===== config.mk =====
export PLATFORM = sky130hd
export DESIGN_NAME = rs232_rx_flat
export DESIGN_NICKNAME = d
export VERILOG_FILES = /design/src/rtl/rs232_rx_if.sv /design/src/rtl/rs232_rx.sv /design/src/flat_wrapper.sv
export SDC_FILE = /design/constraint.sdc
export NUM_CORES = 1
export LEC_CHECK = 0
export CAP_MARGIN = 20
export CORE_UTILIZATION = 40
export DETAILED_ROUTE_END_ITERATION = 6
export GPL_TIMING_DRIVEN = 0
export PLACE_DENSITY = 0.64
export SYNTH_ARGS = -nofsm -noshare
export SYNTH_HDL_FRONTEND = slang
export SYNTH_SLANG_ARGS = --single-unit

===== constraint.sdc =====
create_clock -name clk -period 1.5 [get_ports clk]
set_input_delay 0.3 -clock clk [delete_from_list [all_inputs] [get_ports clk]]
set_output_delay 0.3 -clock clk [all_outputs]
set_load 0.03 [all_outputs]

===== src/rtl/rs232_rx_if.sv =====
// Bundle of signals between the serial line, the RS-232 receiver and the fabric logic
// that consumes the received bytes. The receiver uses the master view; the line driver
// and byte consumer use the slave view.
`timescale 1ns/1ps

interface rs232_rx_if;
    logic       rx;
    logic [7:0] dataOut;
    logic       dataValid;
    logic       frameErr;
    logic       busy;

    modport master (
        input  rx,
        output dataOut,
        output dataValid,
        output frameErr,
        output busy
    );

    modport slave (
        output rx,
        input  dataOut,
        input  dataValid,
        input  frameErr,
        input  busy
    );
endinterface


===== src/rtl/rs232_rx.sv =====
// 8N1 RS-232 receiver. The serial input is oversampled with clk after a two-flop
// synchroniser. A start bit is confirmed at its centre. Data and stop bits are then
// sampled at their centres. A good frame produces a one-cycle dataValid pulse with the
// byte on dataOut. A low stop bit produces a one-cycle frameErr pulse, and the receiver
// then waits for the line to return high before it looks for another start edge.
`timescale 1ns/1ps

module rs232_rx #(
    parameter int CLKS_PER_BIT = 434
) (
    input logic        clk,
    input logic        rst,
    rs232_rx_if.master bus
);

    localparam int CW       = $clog2(CLKS_PER_BIT);
    localparam int HALF_BIT = CLKS_PER_BIT / 2;

    localparam logic [CW-1:0] HALF_LAST = CW'(HALF_BIT - 1);
    localparam logic [CW-1:0] BIT_LAST  = CW'(CLKS_PER_BIT - 1);

    typedef enum logic [2:0] {
        IDLE  = 3'd0,
        START = 3'd1,
        DATA  = 3'd2,
        STOP  = 3'd3,
        BRK   = 3'd4
    } stateT;

    stateT         state;
    logic [CW-1:0] counter;
    logic [2:0]    bitIdx;
    logic [7:0]    shift;
    logic          rxMeta;
    logic          rxSync;
    logic [7:0]    dataOutReg;
    logic          dataValidReg;
    logic          frameErrReg;
    logic          busyReg;

    assign bus.dataOut   = dataOutReg;
    assign bus.dataValid = dataValidReg;
    assign bus.frameErr  = frameErrReg;
    assign bus.busy      = busyReg;

    // Synchronise rx, then walk the frame; outputs are registered and busy tracks the next state
    always_ff @(posedge clk) begin
        if (!rst) begin
            state        <= IDLE;
            counter      <= '0;
            bitIdx       <= '0;
            shift        <= '0;
            rxMeta       <= 1'b1;
            rxSync       <= 1'b1;
            dataOutReg   <= '0;
            dataValidReg <= 1'b0;
            frameErrReg  <= 1'b0;
            busyReg      <= 1'b0;
        end else begin
            rxMeta       <= bus.rx;
            rxSync       <= rxMeta;
            dataValidReg <= 1'b0;
            frameErrReg  <= 1'b0;

            case (state)
                IDLE: begin
                    counter <= '0;
                    bitIdx  <= '0;
                    if (!rxSync) begin
                        state   <= START;
                        busyReg <= 1'b1;
                    end
                end

                START: begin
                    if (counter == HALF_LAST) begin
                        counter <= '0;
                        if (rxSync) begin
                            state   <= IDLE;
                            busyReg <= 1'b0;
                        end else begin
                            state <= DATA;
                        end
                    end else begin
                        counter <= counter + 1'b1;
                    end
                end

                DATA: begin
                    if (counter == BIT_LAST) begin
                        counter <= '0;
                        shift   <= {rxSync, shift[7:1]};
                        bitIdx  <= bitIdx + 3'd1;
                        if (bitIdx == 3'd7) begin
                            state <= STOP;
                        end
                    end else begin
                        counter <= counter + 1'b1;
                    end
                end

                STOP: begin
                    if (counter == BIT_LAST) begin
                        counter <= '0;
                        if (rxSync) begin
                            dataOutReg   <= shift;
                            dataValidReg <= 1'b1;
                            state        <= IDLE;
                            busyReg      <= 1'b0;
                        end else begin
                            frameErrReg <= 1'b1;
                            state       <= BRK;
                        end
                    end else begin
                        counter <= counter + 1'b1;
                    end
                end

                BRK: begin
                    counter <= '0;
                    if (rxSync) begin
                        state   <= IDLE;
                        busyReg <= 1'b0;
                    end
                end

                default: begin
                    state   <= IDLE;
                    counter <= '0;
                    bitIdx  <= '0;
                    busyReg <= 1'b0;
                end
            endcase
        end
    end

endmodule


===== src/flat_wrapper.sv =====
// flat-port wrapper written by rule: the top's interface ports become plain ports
module rs232_rx_flat 
#(
    parameter int CLKS_PER_BIT = 434
)
  (clk, rst, bus_rx, bus_dataOut, bus_dataValid, bus_frameErr, bus_busy);
  rs232_rx_if bus_i ();
  input logic clk;
  input logic rst;
  input wire logic [$bits(bus_i.rx)-1:0] bus_rx;
  output wire logic [$bits(bus_i.dataOut)-1:0] bus_dataOut;
  output wire logic [$bits(bus_i.dataValid)-1:0] bus_dataValid;
  output wire logic [$bits(bus_i.frameErr)-1:0] bus_frameErr;
  output wire logic [$bits(bus_i.busy)-1:0] bus_busy;
  assign bus_i.rx = bus_rx;
  assign bus_dataOut = bus_i.dataOut;
  assign bus_dataValid = bus_i.dataValid;
  assign bus_frameErr = bus_i.frameErr;
  assign bus_busy = bus_i.busy;
  rs232_rx #(.CLKS_PER_BIT(CLKS_PER_BIT)) u_core (.clk(clk), .rst(rst), .bus(bus_i));
endmodule

==> PnR_summary.wiki <==
{| class="wikitable"
! Metric !! Value
|-
| Worst setup path category || register to register
|-
| Run status || finished with violations
|-
| Slew Viols, Final || 0
|-
| Share of flip-flops with an asynchronous set or reset after synthesis || 0
|-
| Site row count || 22
|-
| Post-synth top flop || sky130_fd_sc_hd__dfxtp_1
|-
| Busiest layer in global routing || met2
|-
| Total number of nets in the final design || 207
|-
| First DRT Iteration DRCs || 50
|-
| Via count of the first global-routing pass || 1,175
|-
| Antenna diode count || 0
|-
| Critical Path End Type || register
|-
| Utilization after layout || 0.566
|-
| Drt first pass iters || 4
|-
| LEAKAGE || 0.801 nW
|-
| CP startpoint || u_core.counter[0]$_SDFF_PN0_
|-
| Distinct cells, synth || 40
|-
| Setup Total Neg Slack || -7.16 ns
|-
| Count of final hold-check violations || 0
|-
| Post-detail-place hpwl || 1.98 mm
|-
| Number of synthesized register bits || 36
|-
| Total of fill cells in the finished design || 312
|-
| Layout overhead on the synthesized area || 31.7%
|-
| Routed wire length per instance || 12.9 µm
|-
| Setup-failing EPs final || 34
|-
| Die Y-Extent || 65.6 µm
|-
| Hold Buf Count CTS || 0
|-
| Sequential area share after synthesis || 0.445
|-
| Largest delay contributor family on the critical path || simple AND/OR/NAND/NOR gates
|-
| Critical Path Max Stage Delay || 0.47 ns
|-
| Power density over the cells || 942 nW/µm²
|-
| Num CTS Buffers || 5
|-
| Top-Level Pins || 14
|-
| Overflow left after global routing || 0
|-
| Net count after synthesis || 174
|-
| TritonCTS sink count || 36
|-
| Data required time of the critical path || 1.66 ns
|-
| Global-route wire length before repair || 5.49 mm
|-
| Type of element launching the critical path || register
|-
| Final setup margin || -0.326 ns
|-
| Hold path startpoint || u_core.rxMeta$_SDFF_PN1_
|-
| DIE WIDTH || 65.6 µm
|-
| Antenna Violating Nets Remaining || 0
|-
| Netlist area before placement || 1620 µm²
|-
| Min-Delay Path Class || register to register
|-
| Transition time at the pin with the least slew margin || 0.446 ns
|-
| Antenna violations before repair || 0
|-
| Number of placed instances with taps included || 227
|-
| Tot GR Track Use || 0.171
|-
| Via density per instance || 5.09
|-
| Largest net degree at the start of global routing || 13
|-
| Met1 usage in global routing || 0.213
|-
| Count of buffers inserted at the top-level ports || 13
|-
| Number of warnings printed during yosys synthesis || 0
|-
| Global-route met2 utilization || 0.258
|-
| RePlAce Congestion || 0.902
|-
| Cell area after placement || 1830 µm²
|-
| Maximum frequency from static timing analysis || 0.548 GHz
|-
| Starting utilization of the core area || 0.430
|-
| Clk pin slew, worst setup/hold paths || 0.07 ns
|-
| Core area || 3770 µm²
|-
| Non-Filler Instances || 248
|-
| Buffer depth of the longest clock path || 2
|-
| Largest fanout of any net on the critical path || 9
|-
| Violations in the final reports || negative setup slack
|-
| Worst flop-to-flop path startpoint || u_core.counter[0]$_SDFF_PN0_
|-
| Proportion of layout cells with a drive suffix above 1 || 0.265
|-
| Average instance area after synthesis || 9.76 µm²
|-
| Via count || 1,262
|-
| Number of enable flip-flop cells after synthesis || 0
|-
| Residual DRC || 0
|-
| Max-capacitance violation count || 0
|-
| Worst path arrival time || 1.99 ns
|-
| Worst supply voltage drop on vdd || 0.000651 V
|-
| Cell chain of the critical path || inv_2 -> ha_4 -> or4b_4 -> o21ai_4 -> buf_4 -> o31ai_4 -> o211ai_2 -> nor2_1
|-
| GR met3 Demand/Resource || 0.0642
|-
| Post-route cell area || 2130 µm²
|-
| Setup repair after global routing missed its margin || yes
|-
| Worst-Skew Late Latency || 0.29 ns
|-
| Slowest cell on crit path || sky130_fd_sc_hd__or4b_4
|-
| Worst Path Buf+Inv || 2
|-
| H-Tree Level Count || 2
|-
| Full die area || 4310 µm²
|-
| Final worst clock skew || 0.00587 ns
|-
| Slew margin rel. || 0.702
|-
| Synthesized instance count || 166
|-
| Share of the clock period used by the worst path || 1.22
|-
| Minimum period implied by the final worst setup slack || 1.83 ns
|-
| TritonCTS clock tree || yes
|-
| CTS root buffer || sky130_fd_sc_hd__clkbuf_8
|-
| Routed WL || 3.20 mm
|}
stage by stage:
| stage | power [mW] | setup slack [ns] | hold slack, ns |
|---|---|---|---|
| global route | 2.10 | -0.429 | 0.440 |
| CTS | 2.00 | -0.281 | 0.420 |
| finish | 2.01 | -0.326 | 0.416 |
| global placement | 1.14 | -0.251 | 0.396 |
| detailed placement | 1.14 | -0.327 | 0.403 |
| floorplan | 1.10 | -0.131 | 0.386 |
final cells by class:
cell class              instances  area (µm²)  area share
clock inverters                 3        42.5      0.0199
inverters                       5        22.5      0.0106
repair buffers                 26         218       0.102
plain buffers                   8        61.3      0.0287
flip-flops and latches         36         729       0.342
multi-input cells             117         932       0.437
clock buffers                   5        68.8      0.0322
well taps                      48        60.1      0.0281
synthesized netlist by cell type, types with 2 or more instances:
cell | n | share of area
sky130_fd_sc_hd__nor2_1 | 16 | 0.037
sky130_fd_sc_hd__mux2i_1 | 17 | 0.11
sky130_fd_sc_hd__xor2_1 | 2 | 0.011
sky130_fd_sc_hd__o41ai_1 | 3 | 0.016
sky130_fd_sc_hd__xnor2_1 | 5 | 0.027
sky130_fd_sc_hd__and3_1 | 4 | 0.015
sky130_fd_sc_hd__a21oi_1 | 4 | 0.012
sky130_fd_sc_hd__clkbuf_1 | 2 | 0.0046
sky130_fd_sc_hd__nand2b_1 | 2 | 0.0077
sky130_fd_sc_hd__a21boi_0 | 2 | 0.0093
sky130_fd_sc_hd__a31oi_1 | 2 | 0.0077
sky130_fd_sc_hd__o21ai_0 | 5 | 0.015
sky130_fd_sc_hd__inv_1 | 4 | 0.0093
sky130_fd_sc_hd__nand2_1 | 8 | 0.019
sky130_fd_sc_hd__dfxtp_1 | 36 | 0.44
sky130_fd_sc_hd__buf_4 | 4 | 0.019
sky130_fd_sc_hd__nand3_1 | 4 | 0.012
sky130_fd_sc_hd__nor2b_1 | 18 | 0.069
sky130_fd_sc_hd__ha_1 | 5 | 0.039
sky130_fd_sc_hd__nor3_1 | 3 | 0.0093
cell usage in the layout (no fill, tap or decap), drive strengths merged, types with 3 or more instances in the layout:
cell type    count
xnor2            5
mux2i           17
ha               5
and3             4
clkbuf           8
dfxtp           36
dlygate4sd2     11
buf             18
nor2b           18
nand2            8
a21oi            4
nand3            4
nor2            16
nor3             3
o21ai            6
o41ai            3
inv              4
nand2b           3
kinds of logic after synthesis:
family / Yosys count / synth area share
AOI/OAI and AO/OA: 22 / 0.0934
xor gates and xnor gates: 7 / 0.0378
adders and majority gates: 5 / 0.0386
buffers and inverters: 13 / 0.0448
DFF: 36 / 0.445
muxes: 17 / 0.105
and+or+nand+nor: 66 / 0.236
layer usage:
metal	routed length [µm]	share of wire
met1	1520	0.48
met5	0	0
met3	147	0.046
met2	1470	0.46
met4	54	0.017
power breakdown:
part / switching [mW] / leakage [nW] / internal (mW)
Sequential: 0.0157 / 0.294 / 0.969
Clock: 0.352 / 0.0541 / 0.491
Combinational: 0.0951 / 0.452 / 0.0872
timing repair:
item / CTS / global route
gates resized for setup: 33 / 7
pin swaps: 5 / 3
setup endpoints to repair: 45 / 34
hold endpoints to repair: 0 / 0
setup buffers: 9 / 3
cloned: 1 / 0
path summary, 6_finish.rpt:
kind	endpoint	slack, ns	cells past startpoint
hold reg to reg	u_core.rxSync$_SDFF_PN1_	0.42	1
setup / recovery	u_core.counter[7]$_SDFF_PN0_	-0.33	8
setup reg to reg	u_core.counter[7]$_SDFF_PN0_	-0.33	8
hold / removal	u_core.rxSync$_SDFF_PN1_	0.42	1
registers in the layout (all words and copies together), names as in the netlist:
signal,count
u_core.counter,9
u_core.bus.dataOut,8
u_core.shift,8
u_core.bitIdx,3
u_core.state,3
u_core.bus.busy,1
u_core.bus.dataValid,1
u_core.bus.frameErr,1
u_core.rxMeta,1
u_core.rxSync,1
Power figures use the tool's default switching activity.
==> patch 1: new RTL, same flow settings <==
`CLKS_PER_BIT` is set to 434 in 2 places; all go to 1736.
--- a/src/rtl/rs232_rx.sv
+++ b/src/rtl/rs232_rx.sv
@@ -7,5 +7,5 @@
 
 module rs232_rx #(
-    parameter int CLKS_PER_BIT = 434
+    parameter int CLKS_PER_BIT = 1736
 ) (
     input logic        clk,
--- a/src/flat_wrapper.sv
+++ b/src/flat_wrapper.sv
@@ -2,5 +2,5 @@
 module rs232_rx_flat 
 #(
-    parameter int CLKS_PER_BIT = 434
+    parameter int CLKS_PER_BIT = 1736
 )
   (clk, rst, bus_rx, bus_dataOut, bus_dataValid, bus_frameErr, bus_busy);
Function: no difference found for any inputs over 10 cycles, from zero or initial values and one cycle with rst low; that may be too few to reach the edited logic, so the function may still have changed.
==> patch 1 against the unedited design <==
The flow still finishes with violations (setup timing). Wire length is 5.2% lower. Clock skew is 0.0012 ns higher. Setup slack better by 0.22 ns. Sequential share of layout area is 1.7 points higher. Design area hardly changed. Sequential cell count is 2 higher. Synthesized area is 5.6% higher. Highest routed layer unchanged.
Power is not compared: it rests on default switching activity, and its combinational part moved more than twofold at a synthesized area within 25%.
==> patch 1: results (changes against the unedited design) <==
Status:
- Result of the run: finished, violations left (unchanged).
- Violated checks: setup timing (unchanged).

Global routing:
- The maximum number of pins on one net before global-route repair is 14 (was 13).
- The via count of the first global-routing pass is 1173 (was 1175).
- The overall track demand over capacity in global routing is 16.21% (was 17.09%).

Setup path:
- The depth of the worst register-to-register path is 6 (was 8).
- The launch instance of the worst register-to-register path is u_core.counter[1] (was u_core.counter[0]).
- The top fanout value on the critical path is 8 (was 9).
- The arrival time reported for the critical path endpoint is 1.81 ns (was 1.99 ns).
- The largest stage delay on the critical path came to 0.35 ns (was 0.47 ns).

Yosys:
- The xor and xnor fraction of the mapped netlist area was 4.609% (was 3.784%).
- The share of the synthesized area in compound gates (AO/OA/AOI/OAI) is 5.560% (was 9.344%).
- The proportion of synthesized area in mux cells is 12.29% (was 10.50%).
- Commonest cells in the netlist: sky130_fd_sc_hd__dfxtp_1, sky130_fd_sc_hd__nor2_1, sky130_fd_sc_hd__mux2i_1 (was sky130_fd_sc_hd__dfxtp_1, sky130_fd_sc_hd__nor2b_1, sky130_fd_sc_hd__mux2i_1).
- Most area-consuming cells after synthesis: sky130_fd_sc_hd__dfxtp_1, sky130_fd_sc_hd__mux2i_1, sky130_fd_sc_hd__nor2b_1 (unchanged).
- The adder-cell share of the synthesized area is 2.195% (was 3.861%).
- The synthesized area divided by synthesized cell count is 9.774 um2 (was 9.761 um2).
- The sequential element share of the synthesized area was 44.48% (about the same).

STA:
- The minimum setup slack in the final design is -0.1065 ns (was -0.3263 ns).
- The setup-violating endpoint count in the final report is 30 (was 34).
- The pin slew with the least headroom to its limit came to 0.4021 ns (was 0.4464 ns).

Finish:
- The fraction of layout instances using a drive strength above 1 is 20.00% (was 26.50%).
- The count of nets after finishing came to 210 (was 207).
- The count of non-filler cells in the finished layout is 255 (was 248).
- The flip-flop count of the largest register, all copies and words added is 11 (was 9).
- The total of fill cells in the finished design was 376 (was 312).

Place:
- The placement-stage worst setup slack was -0.2270 ns (was -0.3269 ns).
- The HPWL after detailed placement was 2.050 mm (was 1.977 mm).
- The final RePlAce weighted congestion is 0.8019 (was 0.9021).

Route:
- The ratio of routed vias to standard cells is 4.851 (was 5.089).
- The amount of wire on met2 after detailed routing is 1.423 mm (was 1.474 mm).
- The violation count after the first detailed-route iteration was 64 (was 50).
- The detailed-routing wirelength on met1 is 1.451 mm (was 1.522 mm).
- The number of optimization iterations in the first detailed-route pass was 4 (unchanged).
- The total detailed-routing wirelength came to 3.034 mm (was 3.199 mm).
- The met3 layer wire length in the routed design was 100 um (was 147 um).

Clocking:
- The root cell of the clock tree was sky130_fd_sc_hd__clkbuf_8 (unchanged).

Min path:
- The startpoint of the lowest-slack hold path was u_core.rxMeta (unchanged).
- The endpoint of the worst hold-timing path is u_core.rxSync (unchanged).
[patch 1: cell count changes in the layout (fill, tap and decap cells not counted), sizes merged, moves of 3 or more]
cell,change
a21oi,-4
a22oi,+3
buf,-4
mux2i,+4
nand2,+7
nor2,+7
o41ai,-3
xor2,+4
[patch 1: kinds of logic after synthesis]
logic type | count (synthesis)
buffers and inverters | 11
flip-flops | 38
AO/OA/AOI/OAI | 13
XOR/XNOR | 9
AND/OR/NAND/NOR | 80
multiplexers | 21
adder cells (fa/ha/maj) | 3
[patch 1: final cells by class]
type	count	share of cell area (%)
inverters	3	0.5279
clock buffers	5	3.226
flip-flops and latches	38	35.84
repair buffers	23	9.326
well taps	50	2.933
clock inverters	3	3.226
plain buffers	7	2.111
multi-input cells	126	42.82
[patch 1: layer usage]
metal	vias to the layer above	global-route usage, %
met4	0	8.511
met1	571	18.43
li1	648	-
met3	6	5.574
met5	-	0
met2	12	26.63
[patch 1: stage by stage]
stage | setup TNS [ns] | hold WS [ns] | instance area [um2]
after global placement | -5.778 | 0.3899 | 1918
after detailed placement | -5.921 | 0.3937 | 1918
final | -1.970 | 0.4107 | 2133
after global routing | -4.320 | 0.4460 | 2133
after floorplan | -0.2787 | 0.3863 | 1725
after CTS | -1.930 | 0.4126 | 2091
[patch 1: how the worst max path moves through the flow]
stage	from	to	slack, ns	cells after the start
6_report	u_core.counter[1]	u_core.bus.dataOut[6]	-0.11	6
5_1_grt	u_core.counter[1]	u_core.bus.dataOut[5]	-0.19	6
4_1_cts	u_core.counter[0]	u_core.bus.dataOut[6]	-0.11	6
3_5_place_dp	rst	u_core.bus.dataValid	-0.23	5
3_3_place_gp	rst	u_core.bus.dataOut[5]	-0.24	4
2_1_floorplan	u_core.counter[1]	u_core.bus.dataOut[0]	-0.03	7
[patch 1: timing repair]
action | 4_1_cts | 5_1_grt
pin swaps | 2 | 4
setup buffers | 5 | 3
gates cloned | 2 | 0
resized for setup | 18 | 7
endpoints found under the setup margin | 42 | 35
[patch 1: power breakdown]
part	switching (mW)	total [mW]	internal, mW
logic	0.0332	0.0631	0.0298
registers	0.00609	1.02	1.01
clock network	0.382	1.05	0.666
[patch 1: worst reg2reg max path: cells and delay by family (launching register included)]
kind                       cells  cell delay (ns)
muxes                          1             0.21
DFF                            1             0.35
adders and majority gates      1             0.15
and+or+nand+nor                4             0.80
==> patch 2: new RTL, config.mk and constraints unchanged <==
Without the edit above. Encoding of `stateT`: now one-hot (5 bits for 5 states).
--- a/src/rtl/rs232_rx.sv
+++ b/src/rtl/rs232_rx.sv
@@ -20,10 +20,10 @@
     localparam logic [CW-1:0] BIT_LAST  = CW'(CLKS_PER_BIT - 1);
 
-    typedef enum logic [2:0] {
-        IDLE  = 3'd0,
-        START = 3'd1,
-        DATA  = 3'd2,
-        STOP  = 3'd3,
-        BRK   = 3'd4
+    typedef enum logic [4:0] {
+        IDLE  = 5'b00001,
+        START = 5'b00010,
+        DATA  = 5'b00100,
+        STOP  = 5'b01000,
+        BRK   = 5'b10000
     } stateT;
 
Function: no difference found for any inputs over 10 cycles, from zero or initial values and one cycle with rst low; not proved beyond that.
==> patch 2 against the unedited design <==
Wire length grew 16%. Synthesized area grew 9.3%. Die area grew 9.0%. Clock skew is essentially flat. Sequential cell count grew 2. Design area grew 11%. The run still ends with setup timing left. Setup slack gained 0.053 ns.
Power is not compared: it rests on default switching activity, and its combinational part moved more than twofold at a synthesized area within 25%.
==> patch 2: results (changes against the unedited design) <==
Power and ir drop:
- The worst IR drop on VDD is between 0.5 and 0.6 mV.
- The static leakage is approximately 0.87 nW.

Yosys:
- The share of the synthesized area in compound gates (AO/OA/AOI/OAI) is 12.65% (was 9.344%).
- The xor and xnor fraction of the mapped netlist area is 4.452% (was 3.784%).
- Commonest cells in the netlist: sky130_fd_sc_hd__dfxtp_1, sky130_fd_sc_hd__nand2_1, sky130_fd_sc_hd__nor2_1 (was sky130_fd_sc_hd__dfxtp_1, sky130_fd_sc_hd__nor2b_1, sky130_fd_sc_hd__mux2i_1).
- The sequential element share of the synthesized area is 42.97% (was 44.48%).
- Most area-consuming cells after synthesis: sky130_fd_sc_hd__dfxtp_1, sky130_fd_sc_hd__mux2i_1, sky130_fd_sc_hd__nand2_1 (was sky130_fd_sc_hd__dfxtp_1, sky130_fd_sc_hd__mux2i_1, sky130_fd_sc_hd__nor2b_1).
- The adder-cell share of the synthesized area came to 3.534% (was 3.861%).
- The proportion of synthesized area in mux cells is 4.523% (was 10.50%).
- The distinct cell type count of the synthesized netlist is 41 (was 40).
- The synthesized netlist net count was 202 (was 174).

Setup path:
- The top fanout value on the critical path came to 5 (was 9).
- The worst setup slack for register-to-register paths is -0.27 ns (was -0.33 ns).

Status:
- Result of the run: finished, violations left (unchanged).
- Violated checks: setup timing (unchanged).

STA:
- The setup-violating endpoint count in the final report is 36 (was 34).
- The maximum clock skew at final layout came to 0.005465 ns (was 0.005874 ns).
- The final worst hold slack came to 0.4072 ns (was 0.4164 ns).
- The minimum setup slack in the final design came to -0.2732 ns (was -0.3263 ns).
- The pin slew with the least headroom to its limit is 0.4879 ns (was 0.4464 ns).

Finish:
- The total inserted antenna cells came to 0 (unchanged).
- The flip-flop count of the largest register, all copies and words added was 9 (unchanged).
- The count of nets after finishing is 236 (was 207).
- The fraction of layout instances using a drive strength above 1 is 31.14% (was 26.50%).

Global routing:
- The number of antenna violations at the first check in global routing was 0 (unchanged).
- The maximum number of pins on one net before global-route repair was 12 (was 13).
- The first-pass GRT wire length came to 5.802 mm (was 5.492 mm).
- The via count of the first global-routing pass is 1249 (was 1175).
- The overall track demand over capacity in global routing is 17.38% (was 17.09%).

Place:
- The placement-stage worst setup slack came to -0.3862 ns (was -0.3269 ns).
- The final RePlAce weighted congestion is 0.8389 (was 0.9021).
- The HPWL after detailed placement was 2.301 mm (was 1.977 mm).

Route:
- The total detailed-routing wirelength is 3.723 mm (was 3.199 mm).
- The via count was 1432 (was 1262).
- The violation count after the first detailed-route iteration is 66 (was 50).

Clocking:
- The maximum level of the CTS H-tree is 2 (unchanged).
-- patch 2: timing repair --
item | in CTS | in global routing
setup buffers | 6 | 10
gates resized for setup | 35 | 31
gates cloned | 0 | 2
setup endpoints to repair | 45 | 36
hold endpoints to repair | 0 | 0
pin swaps | 25 | 20
-- patch 2: worst paths after layout --
| check | from | endpoint | cells past startpoint |
|---|---|---|---|
| setup / recovery | u_core.counter[0] | u_core.bus.busy | 7 |
| hold / removal | u_core.rxMeta | u_core.rxSync | 1 |
| setup reg to reg | u_core.counter[0] | u_core.bus.busy | 7 |
| hold reg to reg | u_core.rxMeta | u_core.rxSync | 1 |
-- patch 2: power groups by stage --
stage | logic, mW | registers [mW] | clock network (mW)
final | 0.568 | 1.06 | 0.665
after global routing | 0.615 | 1.06 | 0.725
after CTS | 0.398 | 1.05 | 0.693
after detailed placement | 0.389 | 1.08 | 0
after global placement | 0.391 | 1.08 | 0
after floorplan | 0.279 | 1.10 | 0
-- patch 2: worst max-delay path, stage by stage (launching register included) --
cell and delay [ns]:
sky130_fd_sc_hd__dfxtp_4 0.37, sky130_fd_sc_hd__inv_4 0.06, sky130_fd_sc_hd__ha_4 0.11, sky130_fd_sc_hd__and4bb_2 0.28, sky130_fd_sc_hd__a21oi_4 0.07, sky130_fd_sc_hd__or3_4 0.43, sky130_fd_sc_hd__o21a_1 0.20, sky130_fd_sc_hd__o21a_1 0.16
-- patch 2: metrics by stage --
step	cell area [um2]	instances	setup TNS [ns]
global route	2369	278	-8.557
floorplan	1799	194	-0.6798
global placement	1992	257	-7.147
CTS	2160	269	-4.318
detailed placement	1992	257	-7.992
finish	2369	278	-5.207
-- patch 2: layout make-up --
class,instances,area (um2)
buffer,8,51.30
clock buffer,5,68.82
clock inverter,2,10.01
fill,375,1747
inverter,3,16.27
multi-input combinational,142,1150
sequential,38,768.2
tap,50,62.56
timing repair buffer,30,241.5
-- patch 2: cells by family after synthesis --
group                      after synthesis
buffers and inverters                   15
muxes                                    8
AOI/OAI and AO/OA                       32
DFF                                     38
adders and majority gates                5
xor gates and xnor gates                 9
and+or+nand+nor                         87
-- patch 2: routing by layer --
layer	vias to the layer above	share of wire, %	global-route usage (%)
li1	741	-	-
met5	-	0	0
met2	22	47	25.74
met1	663	47	22.65
met4	0	1.9	9.375
met3	6	3.3	4.934
